**src/rtl/vec_mem_pkg.sv**
```systemverilog
// Shared types and constants for the vector memory stage.
package vec_mem_pkg;

  localparam int unsigned WORD_W     = 32;
  localparam int unsigned LANES      = 16;
  localparam int unsigned LANE_W     = 8;
  localparam int unsigned VEC_W      = LANES * LANE_W;
  localparam int unsigned BEATS      = VEC_W / WORD_W;
  localparam int unsigned ADDR_W     = 32;
  localparam int unsigned BEAT_IDX_W = $clog2(BEATS);

  // Low address bits that must be zero for a 16-byte aligned vector access.
  localparam logic [3:0] VEC_ALIGN_MASK = 4'hF;

  localparam logic [BEAT_IDX_W-1:0] LAST_BEAT = BEAT_IDX_W'(BEATS - 1);

  typedef enum logic [1:0] {
    StIdle,
    StXfer,
    StWait,
    StDone
  } vec_state_e;

  // Byte address of beat idx; each beat is one 4-byte word, wraps modulo 2^ADDR_W.
  function automatic logic [ADDR_W-1:0] beat_addr(input logic [ADDR_W-1:0]     base,
                                                  input logic [BEAT_IDX_W-1:0] idx);
    return base + ADDR_W'({idx, 2'b00});
  endfunction

endpackage

```
**src/rtl/vec_mem_stage_if.sv**
```systemverilog
// Pipeline-side request/response and data-RAM port of the vector memory stage.
interface vec_mem_stage_if;
  import vec_mem_pkg::*;

  logic              mem_req_i;
  logic              mem_we_i;
  logic [ADDR_W-1:0] addr_i;
  logic [VEC_W-1:0]  data_b_i;
  logic              stall_o;
  logic [VEC_W-1:0]  q_b_o;
  logic              done_o;
  logic              align_err_o;
  logic              ram_en_o;
  logic              ram_we_o;
  logic [ADDR_W-1:0] ram_addr_o;
  logic [WORD_W-1:0] ram_wd_o;
  logic [WORD_W-1:0] ram_rd_i;

  // Pipeline and RAM environment.
  modport master (
    output mem_req_i, mem_we_i, addr_i, data_b_i, ram_rd_i,
    input  stall_o, q_b_o, done_o, align_err_o, ram_en_o, ram_we_o, ram_addr_o, ram_wd_o
  );

  // The memory stage itself.
  modport slave (
    input  mem_req_i, mem_we_i, addr_i, data_b_i, ram_rd_i,
    output stall_o, q_b_o, done_o, align_err_o, ram_en_o, ram_we_o, ram_addr_o, ram_wd_o
  );

endinterface

```
**src/rtl/vec_beat_pack.sv**
```systemverilog
// Beat slicing of the store vector and assembly of read beats into the load result.
module vec_beat_pack
  import vec_mem_pkg::*;
(
  input  logic                  clk,
  input  logic                  reset,
  input  logic [VEC_W-1:0]      vec,
  input  logic [BEAT_IDX_W-1:0] sel,
  output logic [WORD_W-1:0]     beat,
  input  logic                  cap_en,
  input  logic [BEAT_IDX_W-1:0] cap_idx,
  input  logic [WORD_W-1:0]     cap_data,
  input  logic                  commit,
  output logic [VEC_W-1:0]      q
);

  logic [BEATS-1:0][WORD_W-1:0] vec_beats;
  logic [BEATS-1:0][WORD_W-1:0] asm_q;
  logic [BEATS-1:0][WORD_W-1:0] merged;
  logic [BEATS-1:0][WORD_W-1:0] q_q;

  assign vec_beats = vec;
  assign q         = q_q;

  // Select the store word for the current beat.
  always_comb begin
    beat = vec_beats[sel];
  end

  // Overlay the incoming read word onto the partially assembled vector.
  always_comb begin
    merged          = asm_q;
    merged[cap_idx] = cap_data;
  end

  // Assemble beats privately; the visible result only changes when the last beat commits.
  always_ff @(posedge clk) begin
    if (reset) begin
      asm_q <= '0;
      q_q   <= '0;
    end else if (cap_en) begin
      asm_q <= merged;
      if (commit) begin
        q_q <= merged;
      end
    end
  end

endmodule

```
**src/rtl/vec_mem_stage.sv**
```systemverilog
// Vector memory stage: moves a 128-bit vector as four 32-bit beats over one RAM port.
module vec_mem_stage
  import vec_mem_pkg::*;
(
  input  logic            clk,
  input  logic            reset,
  vec_mem_stage_if.slave  bus
);

  vec_state_e              state_q, state_d;
  logic [BEAT_IDX_W-1:0]   beat_q, beat_d;
  logic [ADDR_W-1:0]       base_q, base_d;
  logic                    we_q, we_d;
  logic [VEC_W-1:0]        data_q, data_d;
  logic                    err_q, err_d;

  logic                    stall;
  logic                    done;
  logic                    align_err;
  logic                    ram_en;
  logic                    ram_we;
  logic [ADDR_W-1:0]       ram_addr;
  logic [WORD_W-1:0]       ram_wd;
  logic                    cap_en;
  logic [BEAT_IDX_W-1:0]   cap_idx;
  logic                    commit;
  logic [WORD_W-1:0]       beat_wd;
  logic [VEC_W-1:0]        q_b;

  vec_beat_pack u_pack (
    .clk      (clk),
    .reset    (reset),
    .vec      (data_q),
    .sel      (beat_q),
    .beat     (beat_wd),
    .cap_en   (cap_en),
    .cap_idx  (cap_idx),
    .cap_data (bus.ram_rd_i),
    .commit   (commit),
    .q        (q_b)
  );

  // Next-state and output decode; outputs default to idle values.
  always_comb begin
    state_d   = state_q;
    beat_d    = beat_q;
    base_d    = base_q;
    we_d      = we_q;
    data_d    = data_q;
    err_d     = err_q;
    stall     = 1'b0;
    done      = 1'b0;
    align_err = 1'b0;
    ram_en    = 1'b0;
    ram_we    = 1'b0;
    ram_addr  = '0;
    ram_wd    = '0;
    cap_en    = 1'b0;
    cap_idx   = '0;
    commit    = 1'b0;

    unique case (state_q)
      StIdle: begin
        stall = bus.mem_req_i;
        if (bus.mem_req_i) begin
          base_d = bus.addr_i;
          we_d   = bus.mem_we_i;
          data_d = bus.data_b_i;
          beat_d = '0;
          if ((bus.addr_i[3:0] & VEC_ALIGN_MASK) == 4'h0) begin
            err_d   = 1'b0;
            state_d = StXfer;
          end else begin
            err_d   = 1'b1;
            state_d = StDone;
          end
        end
      end

      StXfer: begin
        stall    = 1'b1;
        ram_en   = 1'b1;
        ram_we   = we_q;
        ram_addr = beat_addr(base_q, beat_q);
        if (we_q) begin
          ram_wd = beat_wd;
        end
        // Read data trails its issue by one cycle, so capture the previous beat.
        if (!we_q && (beat_q != '0)) begin
          cap_en  = 1'b1;
          cap_idx = beat_q - BEAT_IDX_W'(1);
        end
        if (beat_q == LAST_BEAT) begin
          state_d = we_q ? StDone : StWait;
        end else begin
          beat_d = beat_q + BEAT_IDX_W'(1);
        end
      end

      StWait: begin
        stall   = 1'b1;
        cap_en  = 1'b1;
        cap_idx = LAST_BEAT;
        commit  = 1'b1;
        state_d = StDone;
      end

      StDone: begin
        // The request still presented here is the instruction just completed.
        done      = 1'b1;
        align_err = err_q;
        state_d   = StIdle;
      end

      default: state_d = StIdle;
    endcase
  end

  // State and captured request registers.
  always_ff @(posedge clk) begin
    if (reset) begin
      state_q <= StIdle;
      beat_q  <= '0;
      base_q  <= '0;
      we_q    <= 1'b0;
      data_q  <= '0;
      err_q   <= 1'b0;
    end else begin
      state_q <= state_d;
      beat_q  <= beat_d;
      base_q  <= base_d;
      we_q    <= we_d;
      data_q  <= data_d;
      err_q   <= err_d;
    end
  end

  assign bus.stall_o     = stall;
  assign bus.done_o      = done;
  assign bus.align_err_o = align_err;
  // A reset cycle never issues a RAM access, so an aborted store stops at once.
  assign bus.ram_en_o    = ram_en & ~reset;
  assign bus.ram_we_o    = ram_we & ~reset;
  assign bus.ram_addr_o  = ram_addr;
  assign bus.ram_wd_o    = ram_wd;
  assign bus.q_b_o       = q_b;

endmodule

```
**src/flat_wrapper.sv**
```systemverilog
// flat-port wrapper written by rule: the top's interface ports become plain ports
module vec_mem_stage_flat import vec_mem_pkg::*;
  (clk, reset, bus_mem_req_i, bus_mem_we_i, bus_addr_i, bus_data_b_i, bus_ram_rd_i, bus_stall_o, bus_q_b_o, bus_done_o, bus_align_err_o, bus_ram_en_o, bus_ram_we_o, bus_ram_addr_o, bus_ram_wd_o);
  vec_mem_stage_if bus_i ();
  input  logic clk;
  input  logic reset;
  input wire logic [$bits(bus_i.mem_req_i)-1:0] bus_mem_req_i;
  input wire logic [$bits(bus_i.mem_we_i)-1:0] bus_mem_we_i;
  input wire logic [$bits(bus_i.addr_i)-1:0] bus_addr_i;
  input wire logic [$bits(bus_i.data_b_i)-1:0] bus_data_b_i;
  input wire logic [$bits(bus_i.ram_rd_i)-1:0] bus_ram_rd_i;
  output wire logic [$bits(bus_i.stall_o)-1:0] bus_stall_o;
  output wire logic [$bits(bus_i.q_b_o)-1:0] bus_q_b_o;
  output wire logic [$bits(bus_i.done_o)-1:0] bus_done_o;
  output wire logic [$bits(bus_i.align_err_o)-1:0] bus_align_err_o;
  output wire logic [$bits(bus_i.ram_en_o)-1:0] bus_ram_en_o;
  output wire logic [$bits(bus_i.ram_we_o)-1:0] bus_ram_we_o;
  output wire logic [$bits(bus_i.ram_addr_o)-1:0] bus_ram_addr_o;
  output wire logic [$bits(bus_i.ram_wd_o)-1:0] bus_ram_wd_o;
  assign bus_i.mem_req_i = bus_mem_req_i;
  assign bus_i.mem_we_i = bus_mem_we_i;
  assign bus_i.addr_i = bus_addr_i;
  assign bus_i.data_b_i = bus_data_b_i;
  assign bus_i.ram_rd_i = bus_ram_rd_i;
  assign bus_stall_o = bus_i.stall_o;
  assign bus_q_b_o = bus_i.q_b_o;
  assign bus_done_o = bus_i.done_o;
  assign bus_align_err_o = bus_i.align_err_o;
  assign bus_ram_en_o = bus_i.ram_en_o;
  assign bus_ram_we_o = bus_i.ram_we_o;
  assign bus_ram_addr_o = bus_i.ram_addr_o;
  assign bus_ram_wd_o = bus_i.ram_wd_o;
  vec_mem_stage u_core (.clk(clk), .reset(reset), .bus(bus_i));
endmodule
```
**config.mk**
```make
export PLATFORM = sky130hd
export DESIGN_NAME = vec_mem_stage_flat
export DESIGN_NICKNAME = d
export VERILOG_FILES = /design/src/rtl/vec_mem_pkg.sv /design/src/rtl/vec_mem_stage_if.sv /design/src/rtl/vec_beat_pack.sv /design/src/rtl/vec_mem_stage.sv /design/src/flat_wrapper.sv
export SDC_FILE = /design/constraint.sdc
export NUM_CORES = 1
export LEC_CHECK = 0
export BUFFER_PORTS_ARGS = -buffer_cell sky130_fd_sc_hd__buf_2
export CORE_MARGIN = 2
export CORE_UTILIZATION = 45
export DETAILED_ROUTE_END_ITERATION = 8
export GPL_TIMING_DRIVEN = 0
export PLACE_DENSITY = 0.68
export SYNTH_ARGS = -nofsm -noshare
export SYNTH_HDL_FRONTEND = slang
export SYNTH_HIERARCHICAL = 1
export SYNTH_SLANG_ARGS = --single-unit
```
**constraint.sdc**
```tcl
create_clock -name clk -period 3.6 [get_ports clk]
set_clock_uncertainty 0.2 [all_clocks]
set_input_delay 0.54 -clock clk [delete_from_list [all_inputs] [get_ports clk]]
set_output_delay 0.54 -clock clk [all_outputs]
set_load 0.01 [all_outputs]
```
-- Word-level counts from Yosys, hierarchy flattened
Cells that the tools add are included.
- add/sub/neg operators: 3
- order comparisons: 3
- eq/ne operators: 7
- muxes and demuxes: 27
- bitwise gates (word level): 3
- reduce and logical (&&, ||, !) cells: 12
- operators by type and width (operator ; count):
    $mux 32 ; 5
    $bwmux 128 ; 1
    $bmux 32 s2 ; 1
    $demux 32 s2 ; 1
    $add 32x4->32 ; 1
    $mux 2 ; 6
    $mux 1 ; 8
    $pmux 2 s2 ; 2
    $pmux 2 s4 ; 1
    $eq 2x2->1 const B ; 3
    $lt 2x3->1 const B ; 2
    $reduce_and 2->1 ; 3
    $logic_not 4->1 ; 1
    $ne 2x2->1 const B ; 2
    $pmux 1 s2 ; 2
    $reduce_bool 2->1 ; 2
    $reduce_and 3->1 ; 1
    $add 2x1->2 const B ; 1
    $and 1x1->1 ; 2
    $eq 2x1->1 const B ; 1
    $ge 2x1->1 const B ; 1
    $logic_and 1x1->1 ; 2
    $logic_not 2->1 ; 1
    $ne 2x1->1 const B ; 1
    4 further kinds ; 4
- bits in registers: 422
- bits of input ports: 196
- output and inout bits: 197
- logic and storage cells: 69

-- Depth between registers and ports, before layout
Gate-level depths: netlist of the first run.
- depth after elaboration: 9
- gate-level depth with buffers: 12
- depth with buffers taken out: 9

-- Cells and area by module
The synthesis of the first run kept the hierarchy.
- by module, submodules not included (module ; instances ; cells each ; area an instance (um^2) ; seq. area each (um^2)):
    vec_beat_pack ; 1 ; 1355 ; 11402.2 ; 5124.9
    vec_mem_stage ; 1 ; 929 ; 6941.7 ; 3323.2

-- Worst setup path after synthesis of the first run
Ideal clock, no wire load.
- path kind: reg-to-reg
- start point: register u_core.state_q[1]
- end point: register u_core.u_pack.q_q (netlist bit u_core/u_pack/q[42])
- library setup time: 89 ps
- arrival: 2564 ps
- data required time: 3311 ps
- slack: 748 ps
- stages on the path, launching flop included: 12
- buffers on the path: 2
- clock period less this slack: 2852 ps
- path through: dfxtp_1 inv_1 ha_1 clkinv_1 nor3_1 o21a_1 a21boi_0 buf_4 nand2b_1 buf_2 nand2_1 a311oi_2
- elaborated cells between the ends (all ways): 12
- classes of those cells: order compare (2); eq/ne (2); mux (6); reduce/logical (2)
- RTL lines (item ; RTL line ; text):
    from (decl) ; vec_mem_stage.sv:10 ; vec_state_e state_q, state_d;
    from (signal assigned) ; vec_mem_stage.sv:122 ; state_q <= StIdle;
    from (signal assigned) ; vec_mem_stage.sv:129 ; state_q <= state_d;
    $eq 2x2->1 / $eq 2x1->1 (equally long branches) ; vec_mem_stage.sv:62 ; unique case (state_q)
    $pmux 1 s2 * ; vec_mem_stage.sv:62 ;
    via u_core.cap_en ; vec_mem_stage.sv:24 ; logic cap_en;
    $reduce_and 2->1 (no line) * ; -- ;
    to (signal assigned) ; vec_beat_pack.sv:44 ; q_q <= merged;
    to (decl) ; vec_beat_pack.sv:20 ; logic [BEATS-1:0][WORD_W-1:0] q_q;
The timed path passes the listed nets; every way through them passes the cells marked *.
A chain may end at the register's enable or synchronous reset.

-- Worst setup path after layout of the first run
- start point: register u_core.beat_q[0]
- end point: output port bus_ram_addr_o[26]
- cells in the longest elaborated chain, start to end: 2
- RTL lines (item ; RTL line ; text):
    from (decl) ; vec_mem_stage.sv:11 ; logic [BEAT_IDX_W-1:0] beat_q, beat_d;
    from (signal assigned) ; vec_mem_stage.sv:130 ; beat_q <= beat_d;
    $add 32x4->32 ; vec_mem_pkg.sv:27 ; return base + ADDR_W'({idx, 2'b00});
    $mux 32 ; vec_mem_stage.sv:62 ;
    to (decl) ; flat_wrapper.sv:18 ; output wire logic [$bits(bus_i.ram_addr_o)-1:0] bus_ram_addr_o;
No other way between the ends.

==> results of run 1 <==
[state kept, by name, indices dropped and copies added (netlist names)]
signal / flops
u_core/data_q: 128
u_core/u_pack/asm_q: 128
u_core/u_pack/q: 128
u_core/base_q: 32
u_core/beat_q: 2
u_core/state_q: 2
u_core/err_q: 1
u_core/we_q: 1
[cell usage after synthesis, types with 2 or more instances]
cell type	n
o21a_1	2
buf_2	67
a211oi_1	2
nand3b_1	2
buf_6	2
o21ai_0	10
nor2_1	144
nand2_1	851
buf_1	6
dfxtp_1	422
inv_1	7
and2_1	9
nand3_1	7
nand2b_1	5
or4_1	9
and3_1	37
nor3_1	2
nand4_1	12
mux4_2	32
a311oi_2	70
nor4_1	5
xor2_1	7
a311oi_1	58
or3_1	7
buf_4	45
o31ai_1	9
clkbuf_1	105
ha_1	9
mux2i_1	4
nor2b_1	5
a21oi_1	310
and4_1	4
and3b_1	2
[through the flow]
step / total power, mW / utilization (%) / cell area, um^2 / worst slack (ps)
floorplan: 8.04 / - / 18300 / 748
global placement: 9.20 / 52.0 / 20800 / -342
detailed placement: 9.31 / 52.0 / 20800 / -470
CTS: 14.1 / 57.9 / 23200 / 15.2
global route: 14.7 / 58.1 / 23200 / 5.57
finish: 14.1 / 58.1 / 23300 / 80.2
[final timing paths]
| check | from | to | slack, ps | cells after the start |
|---|---|---|---|---|
| setup / recovery | u_core/beat_q[0] | bus_ram_addr_o[26] | 80 | 8 |
| hold / removal | bus_data_b_i[65] | u_core/data_q[65] | 20 | 3 |
| setup reg to reg | u_core/state_q[1] | u_core/u_pack/q[74] | 400 | 11 |
| hold reg to reg | u_core/base_q[1] | u_core/base_q[1] | 250 | 2 |
[layout by cell type, fill, tap and decap left out, drive strengths merged, types with 2 or more instances in the layout]
master,netlist,final
buf,120,489
nand4,13,13
or3,8,8
nor4,5,5
nand2b,5,5
o21a,2,2
inv,7,7
and4,4,4
mux4,32,32
o21ai,10,10
clkinvlp,0,2
clkbuf,105,175
o31ai,9,9
nand3b,2,2
or4,9,9
xor2,7,7
nor2b,5,5
nor3,2,2
nand2,851,851
dfxtp,422,422
nand3,8,8
and2,9,9
and3,37,37
a21oi,310,310
ha,9,9
and3b,2,2
a311oi,128,128
nor2,145,145
a211oi,2,2
clkinv,1,5
mux2i,4,4
bufinv,0,2
dlygate4sd3,0,78
[power by group]
| part | total [mW] | switching [mW] | internal, mW |
|---|---|---|---|
| combinational | 3.73 | 2.42 | 1.31 |
| clock | 4.69 | 1.89 | 2.80 |
| sequential | 5.65 | 0.382 | 5.27 |
[routing by layer]
metal / wire, um / share of wire (%)
met5: 50 / 0.081
met1: 25100 / 40
met4: 2580 / 4.2
met3: 5430 / 8.8
met2: 28900 / 47
[area by class of cell]
class                      count  share of cell area (%)
multi-input combinational   1629                    38.0
sequential                   422                    36.4
timing repair buffer         446                    11.4
clock buffer                  73                    6.03
buffer                       223                    4.77
tap                          525                    2.83
clock inverter                 8                   0.447
inverter                       8                   0.145
antenna                        1                  0.0108
[tightest hold or removal path, stage by stage]
cell and delay, ps:
buf_2 110, nand2_1 50, a21oi_1 50
[logic make-up (layout without fill, tap and decap cells)]
family	after synthesis	in the layout	synth area share, %
simple gates	1108	1108	24.4
compound gates	467	467	18.0
flops	422	422	46.1
buf+inv	233	758	6.23
mux	36	36	4.15
fa+ha+maj	10	10	0.723
xor+xnor	8	8	0.382
other cells	0	1	0
[timing repair]
action | CTS | global route
endpoints found under the hold margin | 78 | 0
resized for setup | 17 | 13
gates cloned | 0 | 0
hold buffers | 78 | 0
setup buffers | 4 | 5
pin swaps | 3 | 2
setup endpoints to repair | 249 | 244
==> flow_metrics.env, run 1 <==
export IMPL_cts_tree="built"
export IMPL_setup_tns_ps=0
export IMPL_peakVddDrop_uv=495
export IMPL_synth_edf_count=0
export IMPL_initial_core_util_pct=45.9
export IMPL_syn_cell_area_mm2=0.0183
export IMPL_die_x_um=206
export IMPL_slew_viol_final=0
export IMPL_routedWlPerCell_um=18.6
export IMPL_cp_end_kind="primary output"
export IMPL_final_nets=2980
export IMPL_vias=18200
export IMPL_path_cells="ha_4, fa_2, nand2_1, or3_4, buf_6, or4_1, a21oi_2, buf_2"
export IMPL_grt_overflow=0
export IMPL_antenna_left=0
export IMPL_worst_setup_path_start_kind="flop"
export IMPL_power_leakage_nw=8.90
export IMPL_drt_iter0_drc=1457
export IMPL_path_clk_slew_ps=60
export IMPL_avgSynthCellArea_um2=8.03
export IMPL_fp_dieArea_mm2=0.0424
export IMPL_slew_headroom_pct=40.0
export IMPL_antenna_found_initial=2
export IMPL_grt_util_met1_pct=36.2
export IMPL_synth_cell_types=49
export IMPL_max_stage_delay_ps=520
export IMPL_synth_nets=2490
export IMPL_cts_root_buf="clkbuf_16"
export IMPL_holdCritPathClass="in2reg"
export IMPL_io_buffers=359
export IMPL_die_y_um=206
export IMPL_grt_pass1_vias=17400
export IMPL_rsz0062_at_grt="no"
export IMPL_ys_seq_elements=422
export IMPL_power_density_mw_per_mm2=605
export IMPL_grt_util_met3_pct=6.02
export IMPL_async_flop_share_pct=0
export IMPL_ff_latch_area_mm2=0.00846
export IMPL_tightestPinTransition_ps=901
export IMPL_syn2layout_area_growth_pct=26.8
export IMPL_setup_viol=0
export IMPL_clock_sinks=422
export IMPL_clock_path_buffers=3
export IMPL_fin_crit_sh_pct=97.8
export IMPL_dp_cells=3168
export IMPL_cts_max_level=2
export IMPL_outcome="finished, final reports clean"
export IMPL_busiest_layer="met2"
export IMPL_stdcell_count=3335
export IMPL_ys_seq_area_share_pct=46.1
export IMPL_yosysTopAreaCell="dfxtp_1"
export IMPL_wirelength_um=62000
export IMPL_drc=0
export IMPL_synthTopCellsByArea="dfxtp_1 (46%), nand2_1 (17%), a21oi_1 (8.5%)"
export IMPL_cts_buffers_inserted=44
export IMPL_dp_hpwl_um=45400
export IMPL_path_delay_family="simple AND/OR/NAND/NOR gates"
export IMPL_met2_usage_pct=46.7
export IMPL_clk_latency_ps=570
export IMPL_hold_violations=0
export IMPL_gp_congestion=0.895
export IMPL_fillers=3639
export IMPL_clock_fmax_mhz=284
export IMPL_multi_input_area_mm2=0.00884
export IMPL_yosys_warnings=6
export IMPL_cap_violations=0
export IMPL_fp_row_count=73
export IMPL_layout_drive_gt1_share_pct=24.2
export IMPL_crit_path_max_fanout=10
export IMPL_critPathRequiredTime_ps=2860
export IMPL_core_area_mm2=0.0400
export IMPL_hold_ws_ps=19.8
export IMPL_grt_first_pass_wirelength_um=94000
export IMPL_cp_slowest_cell="or4_1"
export IMPL_cp_num_buf_inv=2
export IMPL_drt_first_pass_iters=7
export IMPL_min_period_ps=3520
export IMPL_crit_arrival_ps=2780
export IMPL_via_per_inst=5.45
export IMPL_grt_usage_pct=28.4
export IMPL_io_pins=393
export IMPL_synthFlopType="dfxtp_1"
export IMPL_syn_instance_count=2284
export IMPL_critPathKind="reg2out"
export IMPL_grt_max_degree=14
export IMPL_yosysTopAreaCellShare_pct=46.1
Power figures use the tool's default switching activity.
==> run 2: changes to the inputs <==
--- a/config.mk
+++ b/config.mk
@@ -11,6 +11,7 @@
 export DETAILED_ROUTE_END_ITERATION = 8
 export GPL_TIMING_DRIVEN = 0
 export PLACE_DENSITY = 0.68
+export RECOVER_POWER = 100
 export SYNTH_ARGS = -nofsm -noshare
 export SYNTH_HDL_FRONTEND = slang
 export SYNTH_HIERARCHICAL = 1
==> constraint.sdc (replaced) <==
create_clock -name clk -period 4 [get_ports clk]
set_clock_uncertainty 0.2 [all_clocks]
set_input_delay 0.6 -clock clk [delete_from_list [all_inputs] [get_ports clk]]
set_output_delay 0.6 -clock clk [all_outputs]
set_load 0.01 [all_outputs]
==> run 2 against run 1 <==
Sequential share of layout area grew 2.2 points. Wire length is 1.7% lower. Clock power shrank 10%. Worst setup slack better by 90 ps. Critical path depth did not move. Sequential power down 9.9%. Hold slack gained 35 ps. Count of clock-buffer cells in the layout stayed put. Cell count down 2.5%. Critical endpoint unchanged. Utilization shrank 3.3 points. First-iteration DRC count shrank 19%. Critical path type unchanged. Global-route usage is 0.53 points lower.
==> flow_metrics.env, run 2 (same netlist as run 1, synthesis figures left out) <==
export IMPL_outcome="finished, final reports clean"
export IMPL_drt_first_pass_iters=5
export IMPL_io_pins=393
export IMPL_via_per_inst=5.47
export IMPL_drc=0
export IMPL_clock_path_buffers=3
export IMPL_core_area_mm2=0.0400
export IMPL_crit_arrival_ps=3030
export IMPL_wirelength_um=60900
export IMPL_fp_row_count=73
export IMPL_vias=17800
export IMPL_slew_viol_final=0
export IMPL_die_y_um=206
export IMPL_grt_max_degree=14
export IMPL_worst_setup_path_start_kind="flop"
export IMPL_cts_hold_buf=0
export IMPL_antenna_found_initial=6
export IMPL_fillers=3883
export IMPL_layout_commonest_cell="nand2_1"
export IMPL_holdCritPathClass="in2reg"
export IMPL_grt_first_pass_wirelength_um=92000
export IMPL_gp_congestion=0.895
export IMPL_cts_max_level=2
export IMPL_drt_iter0_drc=1183
export IMPL_reg2reg_depth=11
export IMPL_die_x_um=206
export IMPL_clock_fmax_mhz=261
export IMPL_hold_violations=0
export IMPL_path_clk_slew_ps=60
export IMPL_clock_sinks=422
export IMPL_utilization_pct=54.8
export IMPL_rsz0062_at_grt="no"
export IMPL_power_leakage_nw=7.64
export IMPL_fin_crit_sh_pct=95.7
export IMPL_antenna_left=0
export IMPL_fp_dieArea_mm2=0.0424
export IMPL_peakVddDrop_uv=445
export IMPL_cap_violations=0
export IMPL_min_period_ps=3830
export IMPL_power_density_mw_per_mm2=569
export IMPL_cts_root_buf="clkbuf_16"
export IMPL_final_cell_mix="nand2_1 (851), dfxtp_1 (420), a21oi_1 (310)"
export IMPL_grt_pass1_vias=16900
export IMPL_dp_hpwl_um=45400
export IMPL_layout_drive_gt1_share_pct=16.0
export IMPL_grt_overflow=0
export IMPL_path_cells="ha_1, fa_1, nand2_1, or3_4, buf_6, or4_1, a21oi_1, clkbuf_1"
export IMPL_cp_end_kind="primary output"
export IMPL_grt_usage_pct=27.9
export IMPL_initial_core_util_pct=45.9
export IMPL_routedWlPerCell_um=18.7
export IMPL_critPathKind="reg2out"
export IMPL_final_nets=2895
export IMPL_critPathRequiredTime_ps=3200
export IMPL_cts_tree="built"
export IMPL_io_buffers=359
export IMPL_holdPathStages=3
export IMPL_slew_headroom_pct=37.5
export IMPL_tightestPinTransition_ps=937
export IMPL_cp_slowest_cell="or4_1"
export IMPL_total_power_mw=12.5
export IMPL_syn2layout_area_growth_pct=19.5
export IMPL_setup_viol=0
export IMPL_crit_path_max_fanout=10
export IMPL_max_stage_delay_ps=500
export IMPL_clk_latency_ps=580
export IMPL_cts_buffers_inserted=44
[run 2: final timing paths]
path,start,slack (ps),end
worst max register to register,u_core/state_q[1],410,u_core/u_pack/q[74]
worst max-delay path,u_core/beat_q[0],170,bus_ram_addr_o[26]
worst min-delay path,bus_data_b_i[94],60,u_core/data_q[94]
worst min register to register,u_core/base_q[1],250,u_core/base_q[1]
[run 2: power breakdown]
part / total, mW / internal (mW) / switching, mW
clock network: 4.22 / 2.52 / 1.70
registers: 5.09 / 4.74 / 0.348
logic: 3.17 / 1.04 / 2.13
[run 2: repair_timing]
action / CTS / global route
pin swaps: 0 / 0
setup endpoints to repair: 13 / 38
setup buffers: 0 / 0
hold endpoints to repair: 0 / 0
gates resized for setup: 2 / 8
[run 2: per-stage QoR]
step                      setup TNS, ps  setup slack [ps]  std cells  instance area, um^2  hold WS [ps]
after global routing                  0              46.6       3251                21900          43.2
after detailed placement           -296             -70.2       3168                20800           243
after floorplan                       0              1110       2284                18300           232
after global placement                0              58.3       3168                20800           241
after CTS                             0              15.2       3249                22300          31.6
final                                 0               171       3253                21900          55.3
[run 2: routing by layer]
metal / part of all wire (%) / GRT usage [%] / vias up / wire length [um]
li1: - / - / 8523 / -
met1: 41 / 35.7 / 8440 / 24800
met2: 46 / 45.8 / 708 / 28300
met3: 9.0 / 6.29 / 132 / 5480
met4: 3.8 / 11.2 / 6 / 2320
met5: 0.067 / 0 / - / 41
[run 2: layout make-up]
class | instances | area (um^2) | share of cell area, %
diodes | 4 | 10.0 | 0.0457
plain buffers | 225 | 1100 | 5.02
clock buffers | 73 | 1400 | 6.40
clock inverters | 8 | 104 | 0.474
inverters | 8 | 30.0 | 0.137
multi-input cells | 1629 | 8590 | 39.2
flip-flops and latches | 422 | 8450 | 38.6
well taps | 525 | 657 | 3.00
repair buffers | 359 | 1570 | 7.16
[run 2: worst max-delay path, delay by kind of cell, from the launching register on]
family                   cells  cell delay (ps)
buffers and inverters        2              360
AND/OR/NAND/NOR              3             1000
flip-flops                   1              400
AO/OA/AOI/OAI                1              240
adder cells (fa/ha/maj)      2              470
